--- config.mk ---
export PLATFORM = sky130hd
export DESIGN_NAME = interval_timer
export DESIGN_NICKNAME = d
export VERILOG_FILES = /design/src/rtl/traffic_timer_pkg.sv /design/src/rtl/sec_down_counter.sv /design/src/rtl/interval_timer.sv
export SDC_FILE = /design/constraint.sdc
export NUM_CORES = 1
export LEC_CHECK = 0
export BUFFER_PORTS_ARGS = -buffer_cell sky130_fd_sc_hd__buf_2
export CAP_MARGIN = 5
export CORE_UTILIZATION = 45
export CTS_CLUSTER_SIZE = 20
export DETAILED_ROUTE_END_ITERATION = 10
export PLACE_DENSITY = 0.67
export SYNTH_ARGS = -nofsm -noshare
export SYNTH_HDL_FRONTEND = slang
export SYNTH_HIERARCHICAL = 1
export SYNTH_SLANG_ARGS = --single-unit
--- constraint.sdc ---
create_clock -name clk -period 4.3 [get_ports clk]
set_input_delay 0.43 -clock clk [delete_from_list [all_inputs] [get_ports clk]]
set_output_delay 0.43 -clock clk [all_outputs]
set_load 0.05 [all_outputs]
--- src/rtl/traffic_timer_pkg.sv ---
// -----------------------------------------------------------------------------
// traffic_timer_pkg
// Shared definitions for the traffic light interval timer:
//   - parameter-block select codes driven on `selector`
//   - default widths of the parameter value and of the countdown register
//   - the interval timer FSM state encoding
// -----------------------------------------------------------------------------
package traffic_timer_pkg;

  // Width of t_value coming from the parameter block.
  localparam int T_W   = 4;
  // Countdown width; must hold the doubled maximum 2*15 = 30.
  localparam int CNT_W = 5;

  // Select codes understood by the time-parameter register block.
  localparam logic [1:0] BASE_SELECT = 2'b00;
  localparam logic [1:0] EXT_SELECT  = 2'b01;
  localparam logic [1:0] YEL_SELECT  = 2'b10;
  // 2'b11 is not a real interval; the parameter block answers it with zero.
  localparam logic [1:0] ZERO_SELECT = 2'b11;

  typedef enum logic [2:0] {
    IDLE  = 3'd0,
    SEL   = 3'd1,
    WAIT  = 3'd2,
    LOAD  = 3'd3,
    COUNT = 3'd4
  } timer_state_e;

endpackage

--- src/rtl/sec_down_counter.sv ---
// -----------------------------------------------------------------------------
// sec_down_counter
// Countdown register for the interval timer. Priority: clear > load > tick.
// A tick at zero leaves the value at zero (no wrap).
//
// Ports:
//   clk         in   system clock, rising edge
//   reset_n     in   asynchronous active-low reset, value -> 0
//   clear       in   force value to 0
//   load        in   load load_value
//   load_value  in   W  value to load
//   tick        in   decrement by one (ignored at 0)
//   value       out  W  current count
//   at_one      out  count equals 1 (next tick completes the interval)
// -----------------------------------------------------------------------------
module sec_down_counter #(
  parameter int W = 5
) (
  input  logic         clk,
  input  logic         reset_n,
  input  logic         clear,
  input  logic         load,
  input  logic [W-1:0] load_value,
  input  logic         tick,
  output logic [W-1:0] value,
  output logic         at_one
);

  logic [W-1:0] value_q;
  logic [W-1:0] value_d;

  always_comb begin
    value_d = value_q;
    if (clear) begin
      value_d = '0;
    end else if (load) begin
      value_d = load_value;
    end else if (tick && (value_q != '0)) begin
      value_d = value_q - W'(1);
    end
  end

  always_ff @(posedge clk or negedge reset_n) begin
    if (!reset_n) begin
      value_q <= '0;
    end else begin
      value_q <= value_d;
    end
  end

  assign value  = value_q;
  assign at_one = (value_q == W'(1));

endmodule

--- src/rtl/interval_timer.sv ---
// -----------------------------------------------------------------------------
// interval_timer
// Countdown timer fed by the time-parameter register block of the traffic
// light controller. A start request selects an interval on `selector`, waits
// for the registered `t_value`, loads it (optionally doubled) and counts it
// down on the 1 Hz enable, pulsing `expired` when done.
//
// Build option: define TIMER_PAUSE_EN to add the `pause` input, which freezes
// the countdown while in COUNT.
//
// Ports:
//   clk            in   system clock, rising edge
//   reset_n        in   asynchronous active-low reset
//   start_timer    in   one-cycle start/restart request
//   interval       in   2  interval select (BASE/EXT/YEL, 11 = zero time)
//   double_len     in   sampled with start_timer; 1 = load 2*t_value
//   one_hz_enable  in   one-cycle pulse per second
//   t_value        in   T_W registered value from the parameter block
//   pause          in   (TIMER_PAUSE_EN only) hold the count in COUNT
//   selector       out  2  registered select to the parameter block
//   expired        out  one-cycle completion pulse
//   busy           out  high from the cycle after start until expired
//   remaining      out  CNT_W current countdown value
//
// Handshake: start_timer is a fire-and-forget request (no ready); it is
// accepted in every state and always wins over a same-cycle tick. expired is
// a single-cycle pulse issued only for an interval that ran to completion;
// busy is the level view of the same transaction and falls with expired.
// -----------------------------------------------------------------------------
module interval_timer #(
  parameter int CNT_W = 5,
  parameter int T_W   = 4
) (
  input  logic             clk,
  input  logic             reset_n,
  input  logic             start_timer,
  input  logic [1:0]       interval,
  input  logic             double_len,
  input  logic             one_hz_enable,
  input  logic [T_W-1:0]   t_value,
`ifdef TIMER_PAUSE_EN
  input  logic             pause,
`endif
  output logic [1:0]       selector,
  output logic             expired,
  output logic             busy,
  output logic [CNT_W-1:0] remaining
);

  import traffic_timer_pkg::*;

  timer_state_e state_q, state_d;
  logic [1:0]   selector_q, selector_d;
  logic         double_q, double_d;
  logic         expired_q, expired_d;
  logic         busy_q, busy_d;

  logic             ctr_clear;
  logic             ctr_load;
  logic             ctr_tick;
  logic             ctr_at_one;
  logic [CNT_W-1:0] ctr_value;
  logic [T_W:0]     t_scaled;
  logic [CNT_W-1:0] load_value;
  logic             tick_ok;

  assign t_scaled   = double_q ? {t_value, 1'b0} : {1'b0, t_value};
  assign load_value = CNT_W'(t_scaled);

`ifdef TIMER_PAUSE_EN
  assign tick_ok = one_hz_enable & ~pause;
`else
  assign tick_ok = one_hz_enable;
`endif

  always_comb begin
    state_d    = state_q;
    selector_d = selector_q;
    double_d   = double_q;
    expired_d  = 1'b0;
    busy_d     = busy_q;
    ctr_clear  = 1'b0;
    ctr_load   = 1'b0;
    ctr_tick   = 1'b0;

    if (start_timer) begin
      // Restart from anywhere: the running count is abandoned and holds its
      // value until the new LOAD; no decrement and no expired this cycle.
      selector_d = interval;
      double_d   = double_len;
      busy_d     = 1'b1;
      state_d    = SEL;
    end else begin
      unique case (state_q)
        IDLE: ;
        // Parameter block samples selector here.
        SEL:  state_d = WAIT;
        // Its registered answer becomes valid in LOAD.
        WAIT: state_d = LOAD;
        LOAD: begin
          if (load_value == '0) begin
            // Zero-length interval finishes without counting.
            ctr_clear = 1'b1;
            expired_d = 1'b1;
            busy_d    = 1'b0;
            state_d   = IDLE;
          end else begin
            ctr_load = 1'b1;
            state_d  = COUNT;
          end
        end
        COUNT: begin
          if (tick_ok) begin
            ctr_tick = 1'b1;
            if (ctr_at_one) begin
              expired_d = 1'b1;
              busy_d    = 1'b0;
              state_d   = IDLE;
            end
          end
        end
        default: state_d = IDLE;
      endcase
    end
  end

  always_ff @(posedge clk or negedge reset_n) begin
    if (!reset_n) begin
      state_q    <= IDLE;
      selector_q <= 2'b00;
      double_q   <= 1'b0;
      expired_q  <= 1'b0;
      busy_q     <= 1'b0;
    end else begin
      state_q    <= state_d;
      selector_q <= selector_d;
      double_q   <= double_d;
      expired_q  <= expired_d;
      busy_q     <= busy_d;
    end
  end

  sec_down_counter #(
    .W (CNT_W)
  ) u_counter (
    .clk        (clk),
    .reset_n    (reset_n),
    .clear      (ctr_clear),
    .load       (ctr_load),
    .load_value (load_value),
    .tick       (ctr_tick),
    .value      (ctr_value),
    .at_one     (ctr_at_one)
  );

  assign selector  = selector_q;
  assign expired   = expired_q;
  assign busy      = busy_q;
  assign remaining = ctr_value;

endmodule

# Word-level counts from Yosys, hierarchy flattened
# Cells that the tools add are included.
[classes] addsub=1 n_eq_ne=9 mux=27 n_reduce_logical=8
[op_table] cell="5-bit two-way mux" count=4
[op_table] cell="1-bit two-way mux" count=16
[op_table] cell="3-bit case mux with 5 select lines" count=1
[op_table] cell="3-bit two-way mux" count=4
[op_table] cell="3-bit inequality test (second input constant)" count=3
[op_table] cell="3-bit by 2-bit equality test with 1-bit output (second input constant)" count=2
[op_table] cell="3-bit nonzero test" count=2
[op_table] cell="5-bit by 1-bit equality test with 1-bit output (second input constant)" count=1
[op_table] cell="5-bit zero test" count=1
[op_table] cell="5-bit nonzero test" count=1
[op_table] cell="5-bit by 1-bit subtractor with 5-bit output (second input constant)" count=1
[op_table] cell="1-bit case mux with 2 select lines" count=2
[op_table] cell="4-bit AND reduction" count=1
[op_table] cell="3-bit by 1-bit equality test with 1-bit output (second input constant)" count=1
[op_table] cell="3-bit equality test (second input constant)" count=1
[op_table] cell="3-bit zero test" count=1
[op_table] cell="3-bit AND reduction" count=1
[op_table] cell="2-bit inequality test (second input constant)" count=1
[op_table] cell="1-bit logical AND" count=1
[word_totals] word_cells=51 out_inout_bits=9 reg_bits=13

# Longest topological paths before layout
# Gate-level depths: netlist of run 1.
[logic_depth] word_depth=7 mapped_depth=7 mapped_depth_nobuf=6

# Modules after synthesis
# Netlist of run 1, hierarchy kept.
[by_module_without_submodules] mod="interval_timer" cells_each=35 n_inst=1 area_per_inst_um2=426.7
[by_module_without_submodules] mod="sec_down_counter" cells_each=38 n_inst=1 area_per_inst_um2=356.6

# Worst setup path before layout of run 1
# Ideal clock, no wire load.
[synth_path] path_type="flip-flop to flip-flop" from="register state_q[0]" to="register u_counter.value_q[3], in the netlist u_counter/value[3]" t_required_ns=4.204 path_slack_ns=2.336 n_path_buf=0 t_arrival_ns=1.869 setup_ns=0.096 stages_incl_launch_ff=6 path_cell_list="dfrtp_1 > nor3b_2 > and3b_1 > or4b_1 > a211o_1 > a311oi_2"
[synth_via] elab_chain_len=5
[synth_rtl] item="from (decl)" line="interval_timer.sv:52" source="timer_state_e state_q, state_d;"
[synth_rtl] item="from (signal assigned)" line="interval_timer.sv:135" source="state_q <= state_d;"
[synth_rtl] item="3-bit equality test" line="interval_timer.sv:94" source="unique case (state_q)"
[synth_rtl] item="1-bit two-way mux" line="interval_timer.sv:94"
[synth_rtl] item="1-bit two-way mux" line="interval_timer.sv:86" source="if (start_timer) begin"
[synth_rtl] item="via ctr_tick" line="interval_timer.sv:60" source="logic ctr_tick;"
[synth_rtl] item="1-bit logical AND" line="sec_down_counter.sv:38" source="end else if (tick && (value_q != '0)) begin"
[synth_rtl] item="3-bit nonzero test (no source line)"
[synth_rtl] item="to (signal assigned)" line="sec_down_counter.sv:47" source="value_q <= value_d;"
[synth_rtl] item="to (decl)" line="sec_down_counter.sv:29" source="logic [W-1:0] value_q;"
# The timed path passes the listed nets, and every way through them passes these cells.
# A chain may end at the register's enable or synchronous reset.

# Worst setup path in the final report of run 1
[layout_path] from="register state_q[2]" to="register u_counter.value_q[1], in the netlist u_counter/value[1]"
[layout_via] elab_chain_len=5
[layout_rtl] item="3-bit by 2-bit equality test with 1-bit output *" line="interval_timer.sv:94"
[layout_rtl] item="1-bit two-way mux *" line="interval_timer.sv:94"
[layout_rtl] item="1-bit two-way mux *" line="interval_timer.sv:86"
[layout_rtl] item="via ctr_load" line="interval_timer.sv:59" source="logic ctr_load;"
[layout_rtl] item="5-bit two-way mux" line="sec_down_counter.sv:36" source="end else if (load) begin"
[layout_rtl] item="5-bit two-way mux" line="sec_down_counter.sv:34" source="if (clear) begin"
# The timed path passes the listed nets; every way through them passes the cells marked *.

==> reports/metrics.cfg, run 1 <==
[clock_tree]
ctsHoldBuffers = 0
insertion_delay_ns = 0.28
cts_buffer_depth = 2
cts_tree = done
cts_resized = 0
h-tree-depth = 1
path_clk_slew_ns = 0.09
post_cts_buffers = 0
numCtsBuffers = 3
root_buffer = clkbuf_4
cts_sinks = 13

[drt]
wl_met1_um = 769
routedWlPerCell_um = 14.53
drtIter0Drc = 18
vias = 641
firstDrtPassIters = 4
top_layer_used = met4
antenna_left = 0
wl_met3_um = 69
met2WireLength_um = 724
vias_per_cell = 5.881
drt-total-wl_um = 1584
drc_errors = 0

[place]
gp_congestion = 0.7733
dp_cells = 105
port_buffers = 19
place_ws_ns = 2.146
dp_hpwl_um = 1166

[timing]
period_share_pct = 52.46
finalCriticalPeriod_ns = 2.256
final-max-slew-violation-count = 0
timing.fmax_mhz = 443.3
hold_slack_ns = 0.02042
tns_ns = 0
grt_setup_unrepaired = false
setup_ws_ns = 2.044
final-setup-viol-count = 0
fin_skew_ns = 0.005872
slew_headroom_pct = 36.10
tightest_slew_ns = 0.9564
hold_violations = 0

[synth]
syn_nets = 86
synth_commonest_cells = 13 x dfrtp_1, 6 x mux2_2, 6 x nand2_1
yosys_warnings = 6
synthArstFlopShare_pct = 100.0
synth_top_area_share_pct = 41.53
synth_area_leaders = dfrtp_1 42%, mux2_2 8.6%, ha_1 3.2%
synth_most_common_cell = dfrtp_1
yosysTopAreaCell = dfrtp_1
synth-edff-count = 0
synth-seq-cells = 13
synthesis.area_um2 = 783.3
synth_flop_cell = dfrtp_1
syn_avg_cell_area_um2 = 10.73
ys_seq_area_share_pct = 41.53
netlist_instances = 73
synth_cell_types = 35

[layout]
layout.cells.non_filler = 109
syn2layout_area_growth_pct = 16.61
nNetsFinal = 107
nFillCells = 134
diodes = 0
multi_input_area_um2 = 426.7
drive_above_1_share_pct = 39.78
regArea_um2 = 325.3

[setup_path]
cp_common_cell = nor3b_1
path_cells = and3b_1 > nor3b_1 > inv_1 > nor3b_1 > a311o_1
end_kind = flop
slowest_delay_ns = 0.80
path_max_fanout = 9
critical_path_required_ns = 4.52
worstPathArrival_ns = 2.47
crit_type = flop to flop
cp_num_buf_inv = 1
start_kind = flop
slowest_stage = nor3b_1
critical_path.top_delay_family = simple AND/OR/NAND/NOR gates

[min_path]
min_path_type = input port to async pin

[floorplan]
std_cell_rows = 14
die_area_mm2 = 0.001911
die_w_um = 43.72
coreArea_mm2 = 0.001559
ios = 20
initial_utilization_pct = 50.24
die_y_um = 43.72

[outcome]
status = completed

[power]
power_w = 0.0004917
p_leak_nw = 0.3973
peakVddDrop_uv = 233.1
power_per_cell_area_mw_per_mm2 = 538.3

[global_routing]
grt_usage_pct = 19.01
grt-ovfl-total = 0
grt_pass1_wl_um = 2608
grt_max_degree = 14
grt_antenna_before_repair = 0
grt_pass1_vias = 604

[job]
maxCapViolations = 0

## kinds of logic after synthesis
family                     Yosys count  share of synthesized area [%]
muxes                                6                          8.626
xor gates and xnor gates             1                          1.118
buffers and inverters                8                          3.992
and+or+nand+nor                     31                          27.00
AOI/OAI and AO/OA                   12                          14.54
DFF                                 13                          41.53
adders and majority gates            2                          3.194
## registers in the layout, summed over array words and instances, names as in the netlist
| name | cells |
|---|---|
| busy | 1 |
| double_q | 1 |
| expired | 1 |
| selector | 2 |
| state_q | 3 |
| u_counter/value | 5 |
## power by group
| group | internal [W] | switching, W | total [W] | leakage (nW) |
|---|---|---|---|---|
| clock network | 0.0000345 | 0.0000429 | 0.0000773 | 0.0177 |
| logic | 0.0000773 | 0.000150 | 0.000227 | 0.223 |
| registers | 0.000150 | 0.0000372 | 0.000187 | 0.157 |
## worst reg2reg max path: cells and delay by family, from the launching register on
kind,cells,cell delay (ns)
AO/OA/AOI/OAI,1,0.15
AND/OR/NAND/NOR,3,1.40
flip-flops,1,0.42
buffers and inverters,1,0.22
## area by class of cell
class | count | share of cell area [%]
repair buffers | 19 | 10.41
flip-flops and latches | 13 | 35.62
clock inverters | 1 | 0.5479
multi-input cells | 52 | 46.71
inverters | 5 | 2.055
well taps | 16 | 2.192
clock buffers | 3 | 2.466
## routing by layer
metal  up-vias  global-route usage (%)
met5         -                       0
met4         0                   11.25
met3         2                   2.500
met2        21                   28.66
met1       309                   25.99
li1        309                       -
## per-stage QoR
stage / util, % / cell area (µm²)
2_1_floorplan: - / 783.3
3_3_place_gp: 56.82 / 885.9
3_5_place_dp: 56.82 / 885.9
4_1_cts: 58.59 / 913.4
5_1_grt: 58.59 / 913.4
6_report: 58.59 / 913.4
## placed cells by master, fill, tap and decap left out, types with 2 or more instances in the layout
master	count
and3b_1	2
clkbuf_4	3
mux2_2	6
a21oi_1	3
nand3b_1	2
nor3_1	3
ha_1	2
inv_1	5
nand2_1	6
buf_2	19
nor2_1	4
dfrtp_1	13
nor3b_1	3
## final timing paths
kind | start | end | slack [ns] | depth (start not counted)
min reg2reg | busy | busy | 0.48 | 1
max | state_q[2] | u_counter/value[1] | 2.04 | 5
max reg2reg | state_q[2] | u_counter/value[1] | 2.04 | 5
max in group asynchronous | reset_n | double_q | 4.04 | 1
min in group clk | interval[1] | selector[1] | 0.38 | 2
min | reset_n | state_q[1] | 0.02 | 1
Power figures use the tool's default switching activity.
==> inputs of run 2 (changes only) <==
--- a/config.mk
+++ b/config.mk
@@ -5,12 +5,13 @@
 export SDC_FILE = /design/constraint.sdc
 export NUM_CORES = 1
 export LEC_CHECK = 0
+export ABC_AREA = 1
 export BUFFER_PORTS_ARGS = -buffer_cell sky130_fd_sc_hd__buf_2
 export CAP_MARGIN = 5
 export CORE_UTILIZATION = 45
 export CTS_CLUSTER_SIZE = 20
 export DETAILED_ROUTE_END_ITERATION = 10
-export PLACE_DENSITY = 0.67
+export PLACE_DENSITY = 0.7
 export SYNTH_ARGS = -nofsm -noshare
 export SYNTH_HDL_FRONTEND = slang
 export SYNTH_HIERARCHICAL = 1
==> constraint.sdc (replaced) <==
create_clock -name clk -period 2 [get_ports clk]
set_input_delay 0.2 -clock clk [delete_from_list [all_inputs] [get_ports clk]]
set_output_delay 0.2 -clock clk [all_outputs]
set_load 0.05 [all_outputs]
==> run 2 against run 1 <==
  * Combinational power grew to 2.5 times the previous value
  * Clock skew shrank 0.0044 ns
  * Critical path depth grew 4
  * Cell area grew 7.5%
  * Register-to-register slack lost 1.7 ns
  * Sequential power grew 110%
  * Die area grew 6.4%
  * Maximum frequency grew 39%
  * Final cell count grew 53%
  * Worst hold slack gained 0.099 ns
  * Via count grew 21%
==> reports/metrics.cfg, run 2 <==
[clock_tree]
root_buffer = clkbuf_4
numCtsBuffers = 3
cts_buffer_depth = 2
path_clk_slew_ns = 0.08
insertion_delay_ns = 0.27
h-tree-depth = 1
cts_tree = done
cts_sinks = 13

[floorplan]
coreArea_mm2 = 0.001727
ios = 20
die_w_um = 45.10
die_y_um = 45.10
std_cell_rows = 15
initial_utilization_pct = 48.41
die_area_mm2 = 0.002034

[timing]
tns_ns = 0
finalCriticalPeriod_ns = 1.628
tightest_slew_ns = 0.3000
slew_headroom_pct = 80.00
setup_ws_ns = 0.3718
fin_skew_ns = 0.001487
grt_setup_unrepaired = false
timing.fmax_mhz = 614.2
period_share_pct = 81.41
final-setup-viol-count = 0
hold_violations = 0
final-max-slew-violation-count = 0

[place]
dp_hpwl_um = 1246
port_buffers = 19
place_ws_ns = 0.4183
dp_cells = 162
gp_congestion = 0.7951

[layout]
layout.cells.non_filler = 167
nNetsFinal = 156
drive_above_1_share_pct = 20.42
diodes = 0
syn2layout_area_growth_pct = 17.51
final_util_pct = 56.88
layout_commonest_cell = nand2_1
layout_common_cells = 52 x nand2_1, 20 x inv_1, 19 x buf_2
largest_reg_flops = 5

[synth]
synth_top_family_by_area = simple AND/OR/NAND/NOR gates
synthArstFlopShare_pct = 100.0
synthAdderAreaFrac_pct = 2.994
yosys_warnings = 6
yosysTopAreaCell = dfrtp_1
synth_xor_area_share_pct = 1.048
muxShareOfSynthArea_pct = 0
synth_area_leaders = dfrtp_1 39%, nand2_1 23%, inv_1 9.0%
syn_avg_cell_area_um2 = 6.965
synth-seq-cells = 13
ys_seq_area_share_pct = 38.92
synth-simple-area-share_pct = 40.57
synth_flop_cell = dfrtp_1
netlist_instances = 120
synth_compound_area_share_pct = 5.539
synth_commonest_cells = 52 x nand2_1, 20 x inv_1, 13 x dfrtp_1
synth_cell_types = 19
synth-edff-count = 0
synth_top_area_share_pct = 38.92
syn_nets = 133
synthesis.area_um2 = 835.8
synth_most_common_cell = nand2_1

[drt]
routedWlPerCell_um = 9.689
vias_per_cell = 4.641
antenna_left = 0
drtIter0Drc = 13
vias = 775
drc_errors = 0
drt-total-wl_um = 1618
firstDrtPassIters = 4

[setup_path]
critPathLaunch = double_q
critical_path_required_ns = 2.22
path_max_fanout = 9
r2r-start = double_q
worstPathArrival_ns = 1.84
end_kind = flop
rr_worst_depth = 9
crit_type = flop to flop
start_kind = flop

[global_routing]
met2_usage_pct = 28.12
use_met1_pct = 27.32
grt_busiest_layer = met2
grt_pass1_wl_um = 2760
grt_pass1_vias = 676
grt_usage_pct = 19.01
grt-ovfl-total = 0
grt_antenna_before_repair = 0
grt_max_degree = 14
grt_use_met3_pct = 2.400

[power]
peakVddDrop_uv = 684.5
p_leak_nw = 0.5599
p_int_w = 0.0005697
clkPwrFrac_pct = 14.7
power_per_cell_area_mw_per_mm2 = 1154
p_seq_share_pct = 34.4
p_comb_share_pct = 50.9
switching_share_pct = 49.74
p_switching_w = 0.0005639

[min_path]
whs_path_depth = 3
min_path_type = input port to flop
min_from = interval[1]

[outcome]
status = completed

[job]
maxCapViolations = 0

run 2: power by group through the flow:
| stage | Combinational (W) | Clock, W | Sequential, W |
|---|---|---|---|
| global placement | 0.000575 | 0 | 0.000392 |
| finish | 0.000577 | 0.000167 | 0.000390 |
| CTS | 0.000579 | 0.000172 | 0.000388 |
| global route | 0.000641 | 0.000182 | 0.000402 |
| floorplan | 0.000270 | 0 | 0.000559 |
| detailed placement | 0.000575 | 0 | 0.000393 |
run 2: metal layers:
metal / wire, µm / up-vias / part of all wire, %
met1: 782 / 335 / 48
met4: 19 / 0 / 1.2
met2: 709 / 25 / 44
met5: 0 / - / 0
li1: - / 413 / -
met3: 106 / 2 / 6.6
run 2: cells by family (layout without fill, tap and decap cells):
kind of cell / Yosys count / count (layout)
simple gates: 75 / 75
fa+ha+maj: 2 / 2
flops: 13 / 13
compound gates: 7 / 7
xor+xnor: 1 / 1
buf+inv: 22 / 44
run 2: path summary, 6_finish.rpt:
path | end | slack [ns]
max in group asynchronous | selector[0] | 1.43
worst max register to register | u_counter/value[4] | 0.37
worst min register to register | selector[1] | 0.47
min in group asynchronous | u_counter/value[2] | 0.34
worst min-delay path | selector[1] | 0.12
worst max-delay path | u_counter/value[4] | 0.37
run 2: final cells by class:
| type | count | area, µm² |
|---|---|---|
| Sequential cell | 13 | 325.3 |
| Inverter | 20 | 75.07 |
| Fill cell | 174 | 744.5 |
| Multi-Input combinational cell | 85 | 419.2 |
| Tap cell | 25 | 31.28 |
| Timing Repair Buffer | 20 | 105.1 |
| Clock buffer | 4 | 26.28 |
run 2: timing repair:
| action | CTS | global route |
|---|---|---|
| setup buffers | 0 | 0 |
| hold endpoints to repair | 13 | 0 |
| resized for setup | 0 | 0 |
| hold buffers | 1 | 0 |
run 2: per-stage QoR:
stage	power, W	cell area (µm²)	hold WS (ns)
finish	0.001134	982.2	0.1191
CTS	0.001139	982.2	0.1146
global placement	0.0009672	945.9	0.1069
global route	0.001225	982.2	0.1233
detailed placement	0.0009684	945.9	0.1124
floorplan	0.0008299	835.8	-0.09559
run 2: worst max-delay path: stages, from the launching register on:
cell     delay (ns)
dfrtp_1        0.44
nor2_1         0.18
nor2_2         0.06
nand3_2        0.08
nand2_2        0.06
inv_1          0.18
inv_1          0.19
a21oi_4        0.23
nand2_1        0.09
nand2_1        0.07
